--- src/rtl/fetch_unit_if.sv ---
// Fetch-stage bus bundle: instruction ROM port, redirect input from execute,
// and the valid/ready instruction channel to decode.
interface fetch_unit_if #(
    parameter int XLEN = 32
);
    logic            imem_req;
    logic [XLEN-1:0] imem_addr;
    logic [XLEN-1:0] imem_rdata;
    logic            redirect_valid;
    logic [XLEN-1:0] redirect_pc;
    logic            ir_valid;
    logic [XLEN-1:0] ir;
    logic [XLEN-1:0] ir_pc;
    logic [2:0]      ir_class;
    logic            ir_ready;

    modport master (
        output imem_req, imem_addr, ir_valid, ir, ir_pc, ir_class,
        input  imem_rdata, redirect_valid, redirect_pc, ir_ready
    );

    modport slave (
        input  imem_req, imem_addr, ir_valid, ir, ir_pc, ir_class,
        output imem_rdata, redirect_valid, redirect_pc, ir_ready
    );
endinterface

--- src/rtl/fetch_unit.sv ---
// Instruction fetch stage: PC generation, one-deep ROM request tracking with an
// epoch tag, and a small prefetch FIFO presented to decode via valid/ready.
module fetch_unit #(
    parameter int              XLEN     = 32,
    parameter int              DEPTH    = 4,
    parameter logic [XLEN-1:0] RESET_PC = '0
) (
    input  logic          clk,
    input  logic          rst,
    fetch_unit_if.master  bus
);
    localparam int PW = $clog2(DEPTH);
    localparam int CW = PW + 1;
    localparam logic [XLEN-1:0] ALIGN_MASK = ~XLEN'(3);
    localparam logic [XLEN-1:0] PC_STEP    = XLEN'(4);

    logic [XLEN-1:0] fetch_pc_reg, fetch_pc_next;
    logic            epoch_reg, epoch_next;
    logic            inflight_reg;
    logic            tag_epoch_reg;
    logic [XLEN-1:0] tag_pc_reg;
    logic [PW-1:0]   rd_ptr_reg, rd_ptr_next;
    logic [PW-1:0]   wr_ptr_reg, wr_ptr_next;
    logic [CW-1:0]   count_reg, count_next;

    logic [XLEN-1:0] data_mem [DEPTH];
    logic [XLEN-1:0] pc_mem   [DEPTH];
    logic [DEPTH-1:0] wr_en;

    logic            issue;
    logic            push;
    logic            pop;
    logic            head_valid;
    logic [XLEN-1:0] head_data;

    assign head_valid = (count_reg != '0);
    assign head_data  = data_mem[rd_ptr_reg];

    // The in-flight word is counted so a full FIFO can never be overrun.
    assign issue = !rst && !bus.redirect_valid &&
                   (({1'b0, count_reg} + (CW+1)'(inflight_reg)) < (CW+1)'(DEPTH));
    assign push  = inflight_reg && (tag_epoch_reg == epoch_reg) && !bus.redirect_valid;
    assign pop   = head_valid && bus.ir_ready;

    always_comb begin
        fetch_pc_next = fetch_pc_reg;
        epoch_next    = epoch_reg;
        rd_ptr_next   = rd_ptr_reg;
        wr_ptr_next   = wr_ptr_reg;
        count_next    = count_reg;
        if (bus.redirect_valid) begin
            // Flush wins over a concurrent pop; decode already owns that word.
            fetch_pc_next = bus.redirect_pc & ALIGN_MASK;
            epoch_next    = ~epoch_reg;
            rd_ptr_next   = '0;
            wr_ptr_next   = '0;
            count_next    = '0;
        end else begin
            if (issue) fetch_pc_next = fetch_pc_reg + PC_STEP;
            if (push)  wr_ptr_next   = wr_ptr_reg + PW'(1);
            if (pop)   rd_ptr_next   = rd_ptr_reg + PW'(1);
            count_next = count_reg + CW'(push) - CW'(pop);
        end
    end

    always_ff @(posedge clk) begin
        if (rst) begin
            fetch_pc_reg  <= RESET_PC;
            epoch_reg     <= 1'b0;
            inflight_reg  <= 1'b0;
            tag_epoch_reg <= 1'b0;
            tag_pc_reg    <= '0;
            rd_ptr_reg    <= '0;
            wr_ptr_reg    <= '0;
            count_reg     <= '0;
        end else begin
            fetch_pc_reg <= fetch_pc_next;
            epoch_reg    <= epoch_next;
            inflight_reg <= issue;
            if (issue) begin
                tag_epoch_reg <= epoch_reg;
                tag_pc_reg    <= fetch_pc_reg;
            end
            rd_ptr_reg <= rd_ptr_next;
            wr_ptr_reg <= wr_ptr_next;
            count_reg  <= count_next;
        end
    end

    for (genvar gi = 0; gi < DEPTH; gi++) begin : g_wr_en
        assign wr_en[gi] = push && (wr_ptr_reg == PW'(gi));
    end

    always_ff @(posedge clk) begin
        for (int i = 0; i < DEPTH; i++) begin
            if (rst) begin
                data_mem[i] <= '0;
                pc_mem[i]   <= '0;
            end else if (wr_en[i]) begin
                data_mem[i] <= bus.imem_rdata;
                pc_mem[i]   <= tag_pc_reg;
            end
        end
    end

    assign bus.imem_req  = issue;
    assign bus.imem_addr = fetch_pc_reg;
    assign bus.ir_valid  = head_valid;
    assign bus.ir        = head_data;
    assign bus.ir_pc     = pc_mem[rd_ptr_reg];
    assign bus.ir_class  = head_data[XLEN-1 -: 3];
endmodule

--- src/flat_wrapper.sv ---
// flat-port wrapper written by rule: the top's interface ports become plain ports
module fetch_unit_flat 
#(
    parameter int              XLEN     = 32,
    parameter int              DEPTH    = 4,
    parameter logic [XLEN-1:0] RESET_PC = '0
)
  (clk, rst, bus_imem_req, bus_imem_addr, bus_ir_valid, bus_ir, bus_ir_pc, bus_ir_class, bus_imem_rdata, bus_redirect_valid, bus_redirect_pc, bus_ir_ready);
  fetch_unit_if #(.XLEN(XLEN)) bus_i ();
  input  logic clk;
  input  logic rst;
  output wire logic [$bits(bus_i.imem_req)-1:0] bus_imem_req;
  output wire logic [$bits(bus_i.imem_addr)-1:0] bus_imem_addr;
  output wire logic [$bits(bus_i.ir_valid)-1:0] bus_ir_valid;
  output wire logic [$bits(bus_i.ir)-1:0] bus_ir;
  output wire logic [$bits(bus_i.ir_pc)-1:0] bus_ir_pc;
  output wire logic [$bits(bus_i.ir_class)-1:0] bus_ir_class;
  input wire logic [$bits(bus_i.imem_rdata)-1:0] bus_imem_rdata;
  input wire logic [$bits(bus_i.redirect_valid)-1:0] bus_redirect_valid;
  input wire logic [$bits(bus_i.redirect_pc)-1:0] bus_redirect_pc;
  input wire logic [$bits(bus_i.ir_ready)-1:0] bus_ir_ready;
  assign bus_imem_req = bus_i.imem_req;
  assign bus_imem_addr = bus_i.imem_addr;
  assign bus_ir_valid = bus_i.ir_valid;
  assign bus_ir = bus_i.ir;
  assign bus_ir_pc = bus_i.ir_pc;
  assign bus_ir_class = bus_i.ir_class;
  assign bus_i.imem_rdata = bus_imem_rdata;
  assign bus_i.redirect_valid = bus_redirect_valid;
  assign bus_i.redirect_pc = bus_redirect_pc;
  assign bus_i.ir_ready = bus_ir_ready;
  fetch_unit #(.XLEN(XLEN), .DEPTH(DEPTH), .RESET_PC(RESET_PC)) u_core (.clk(clk), .rst(rst), .bus(bus_i));
endmodule
--- config.mk ---
export PLATFORM = sky130hd
export DESIGN_NAME = fetch_unit_flat
export DESIGN_NICKNAME = d
export VERILOG_FILES = /design/src/rtl/fetch_unit_if.sv /design/src/rtl/fetch_unit.sv /design/src/flat_wrapper.sv
export SDC_FILE = /design/constraint.sdc
export NUM_CORES = 1
export LEC_CHECK = 0
export CORE_AREA = 3 3 192 194
export CTS_BUF_LIST = sky130_fd_sc_hd__clkbuf_4
export DETAILED_ROUTE_END_ITERATION = 8
export DIE_AREA = 0 0 195 197
export SLEW_MARGIN = 10
export SYNTH_ARGS = -nofsm -noshare
export SYNTH_HDL_FRONTEND = slang
export SYNTH_SLANG_ARGS = --single-unit
--- constraint.sdc ---
create_clock -name clk -period 3.1 [get_ports clk]
set_clock_uncertainty 0.15 [all_clocks]
set_input_delay 0.62 -clock clk [delete_from_list [all_inputs] [get_ports clk]]
set_output_delay 0.62 -clock clk [all_outputs]
set_load 0.02 [all_outputs]
==> flow_metrics.env <==
export IMPL_drt_iter0_drc=614
export IMPL_final_cell_mix="255 x and3_1, 248 x edfxtp_1, 138 x clkbuf_4, 95 x nand2_1, 95 x clkdlybuf4s50_1"
export IMPL_finalNonFillerCells=1756
export IMPL_clk_latency_ps=660
export IMPL_setup_viol=0
export IMPL_clkTransAtPathRegs_ps=60
export IMPL_slowest_delay_ps=550
export IMPL_power_switching_mw=2.20
export IMPL_firstDrtPassIters=5
export IMPL_p_per_area_nw_per_um2=546
export IMPL_ir_drop_mv=0.261
export IMPL_final_common_cell="and3_1"
export IMPL_cp_slowest_cell="mux4_2"
export IMPL_die_y_um=197
export IMPL_dpl_hpwl_mm=20.4
export IMPL_pwr_share_clk_pct=41.0
export IMPL_routabilityCongestion=0.750
export IMPL_fp_coreArea_sq_um=35400
export IMPL_worst_pin_slew_ps=765
export IMPL_wl_per_cell_um=19.8
export IMPL_required_ps=2330
export IMPL_fin_crit_ps=2970
export IMPL_clockBufferDepth=3
export IMPL_drt_wl_total_mm=34.7
export IMPL_overflow=0
export IMPL_largest_reg_flops=128
export IMPL_drc_errors=0
export IMPL_maxSlewHeadroom_pct=49.0
export IMPL_leakagePower_nw=7.24
export IMPL_initial_utilization_pct=39.7
export IMPL_critPathKind="reg2out"
export IMPL_grt_pass1_wl_mm=54.7
export IMPL_ys_async_sr_fraction_pct=0
export IMPL_die_area_sq_um=38400
export IMPL_clockRootBuffer="clkbuf_4"
export IMPL_netlist_area_sq_um=14000
export IMPL_cp_start_kind="register"
export IMPL_grtUsageTotal_pct=17.9
export IMPL_first_global_vias=9770
export IMPL_numClockSinks=320
export IMPL_netlist_instances=1037
export IMPL_grt_max_degree=109
export IMPL_end_kind="output pin"
export IMPL_ys_flop_type="edfxtp_1"
export IMPL_outcome="complete, no violations"
export IMPL_die_x_um=195
export IMPL_combPwrFrac_pct=8.1
export IMPL_vias=9353
export IMPL_rrSetupSlack_ps=520
export IMPL_seq_area_sq_um=8900
export IMPL_synthDistinctLibCells=55
export IMPL_drv_cap=0
export IMPL_htree_levels=3
export IMPL_seqPwrFrac_pct=50.9
export IMPL_place_inst=1600
export IMPL_rsz0062_at_grt="yes"
export IMPL_clock_fmax_mhz=336
export IMPL_antenna_found_initial=2
export IMPL_ys_warn_count=0
export IMPL_largest_registers="u_core.data_mem: 128 flops, u_core.pc_mem: 120 flops"
export IMPL_path_cells="buf_12, mux4_2, dlygate4sd2_1"
export IMPL_ant_nets=0
export IMPL_synth_seq_cells=320
export IMPL_nets=1305
export IMPL_hold_viol_final=0
export IMPL_tritoncts="built"
export IMPL_layout_drive_gt1_share_pct=21.1
export IMPL_cts_buffers=86
export IMPL_switching_share_pct=23.0
export IMPL_syn_avg_cell_area_sq_um=13.5
export IMPL_multi_input_comb_area_sq_um=4780
export IMPL_ys_seq_area_share_pct=63.3
export IMPL_crit_fanout=21
export IMPL_nFillCells=3177
export IMPL_hold_class="in2reg"
export IMPL_period_share_pct=95.9
export IMPL_io_buffers=162
export IMPL_stdcell_area_sq_um=17500
export IMPL_drv_slew=0
export IMPL_p_int_mw=7.36
export IMPL_rows=69
export IMPL_largest_register="u_core.data_mem"
export IMPL_syn2layout_area_growth_pct=24.7
export IMPL_synth_edf_count=248
export IMPL_placed_cell_area_sq_um=16400
export IMPL_vias_per_cell=5.33
export IMPL_crit_arrival_ps=2200
export IMPL_pin_count=169
cell usage after synthesis (all sizes together) (2+ instances only):
| cell type | count | area, sq um |
|---|---|---|
| xnor2 | 8 | 70.1 |
| nand2 | 95 | 357 |
| nand4 | 13 | 103 |
| and4 | 2 | 18.8 |
| nand3 | 10 | 50.1 |
| nor4 | 3 | 48.8 |
| o211ai | 9 | 67.6 |
| a31oi | 8 | 50.1 |
| buf | 23 | 124 |
| o21ai | 2 | 10.0 |
| or2 | 4 | 25.0 |
| and2 | 4 | 25.0 |
| xor2 | 10 | 87.6 |
| nor2 | 23 | 86.3 |
| inv | 9 | 33.8 |
| a21oi | 41 | 205 |
| a21o | 4 | 30.0 |
| mux2 | 3 | 33.8 |
| a311oi | 3 | 26.3 |
| ha | 8 | 100 |
| clkbuf | 75 | 282 |
| a211oi | 10 | 75.1 |
| nor3 | 5 | 25.0 |
| dfxtp | 72 | 1440 |
| or3 | 9 | 56.3 |
| and3 | 256 | 1600 |
| o22ai | 2 | 18.8 |
| edfxtp | 248 | 7450 |
| mux4 | 62 | 1400 |
metal layers:
| layer | track usage (%) | vias up | part of all wire (%) | routed length (um) |
|---|---|---|---|---|
| met3 | 4.03 | 42 | 6.8 | 2370 |
| met1 | 25.0 | 4590 | 45 | 15600 |
| met5 | 0 | - | 0 | 0 |
| met4 | 4.67 | 0 | 1.4 | 474 |
| li1 | - | 4399 | - | - |
| met2 | 28.8 | 322 | 47 | 16300 |
logic make-up after synthesis:
kind of cell	count (synthesis)	share of synthesized area (%)
adder cells (fa/ha/maj)	9	0.856
buffers and inverters	107	3.13
AO/OA/AOI/OAI	87	3.94
flip-flops	320	63.3
multiplexers	66	10.3
other	1	0.0267
XOR/XNOR	18	1.12
AND/OR/NAND/NOR	429	17.4
final cells by class:
type	instances	area share, %
repair buffers	198	11.7
multi-input cells	613	27.3
flip-flops and latches	320	50.8
inverters	9	0.193
clock buffers	138	5.92
clock inverters	13	0.772
diodes	4	0.0572
well taps	461	3.29
path summary, 6_finish.rpt:
check                                           from                    to  cells after the start
worst max-delay path                        register            bus_ir[11]                      3
worst min-delay path                             rst              register                      3
worst max register to register   u_core.count_reg[0]   u_core.count_reg[2]                      9
worst min register to register  u_core.tag_epoch_reg  u_core.tag_epoch_reg                      2
critical path: cells and delay by family, from the launching register on:
family	cells	cell delay, ps
muxes	1	550
buffers and inverters	2	560
DFF	1	420
power by group through the flow:
stage	combinational (mW)	sequential (mW)	clock [mW]
final	0.777	4.87	3.92
after global routing	0.835	4.89	4.32
after CTS	0.788	4.87	4.06
after detailed placement	0.823	4.96	0
after global placement	0.821	4.95	0
after floorplan	0.375	4.97	0
repair_timing:
action | in CTS | in global routing
endpoints found under the setup margin | 66 | 18
hold buffers | 0 | 0
buffers inserted | 1 | 0
gates resized for setup | 69 | 27
metrics by stage:
stage	TNS [ps]	setup slack [ps]	hold WS [ps]	power [mW]	utilization, %
floorplan	0	92.3	300	5.34	-
global placement	-5.62	-5.62	307	5.77	46.3
detailed placement	-9.60	-9.60	314	5.79	46.3
CTS	0	7.35	136	9.72	49.4
global route	-97.9	-21.0	155	10.0	49.5
finish	0	128	211	9.57	49.5
(Power assumes the default switching activity.)
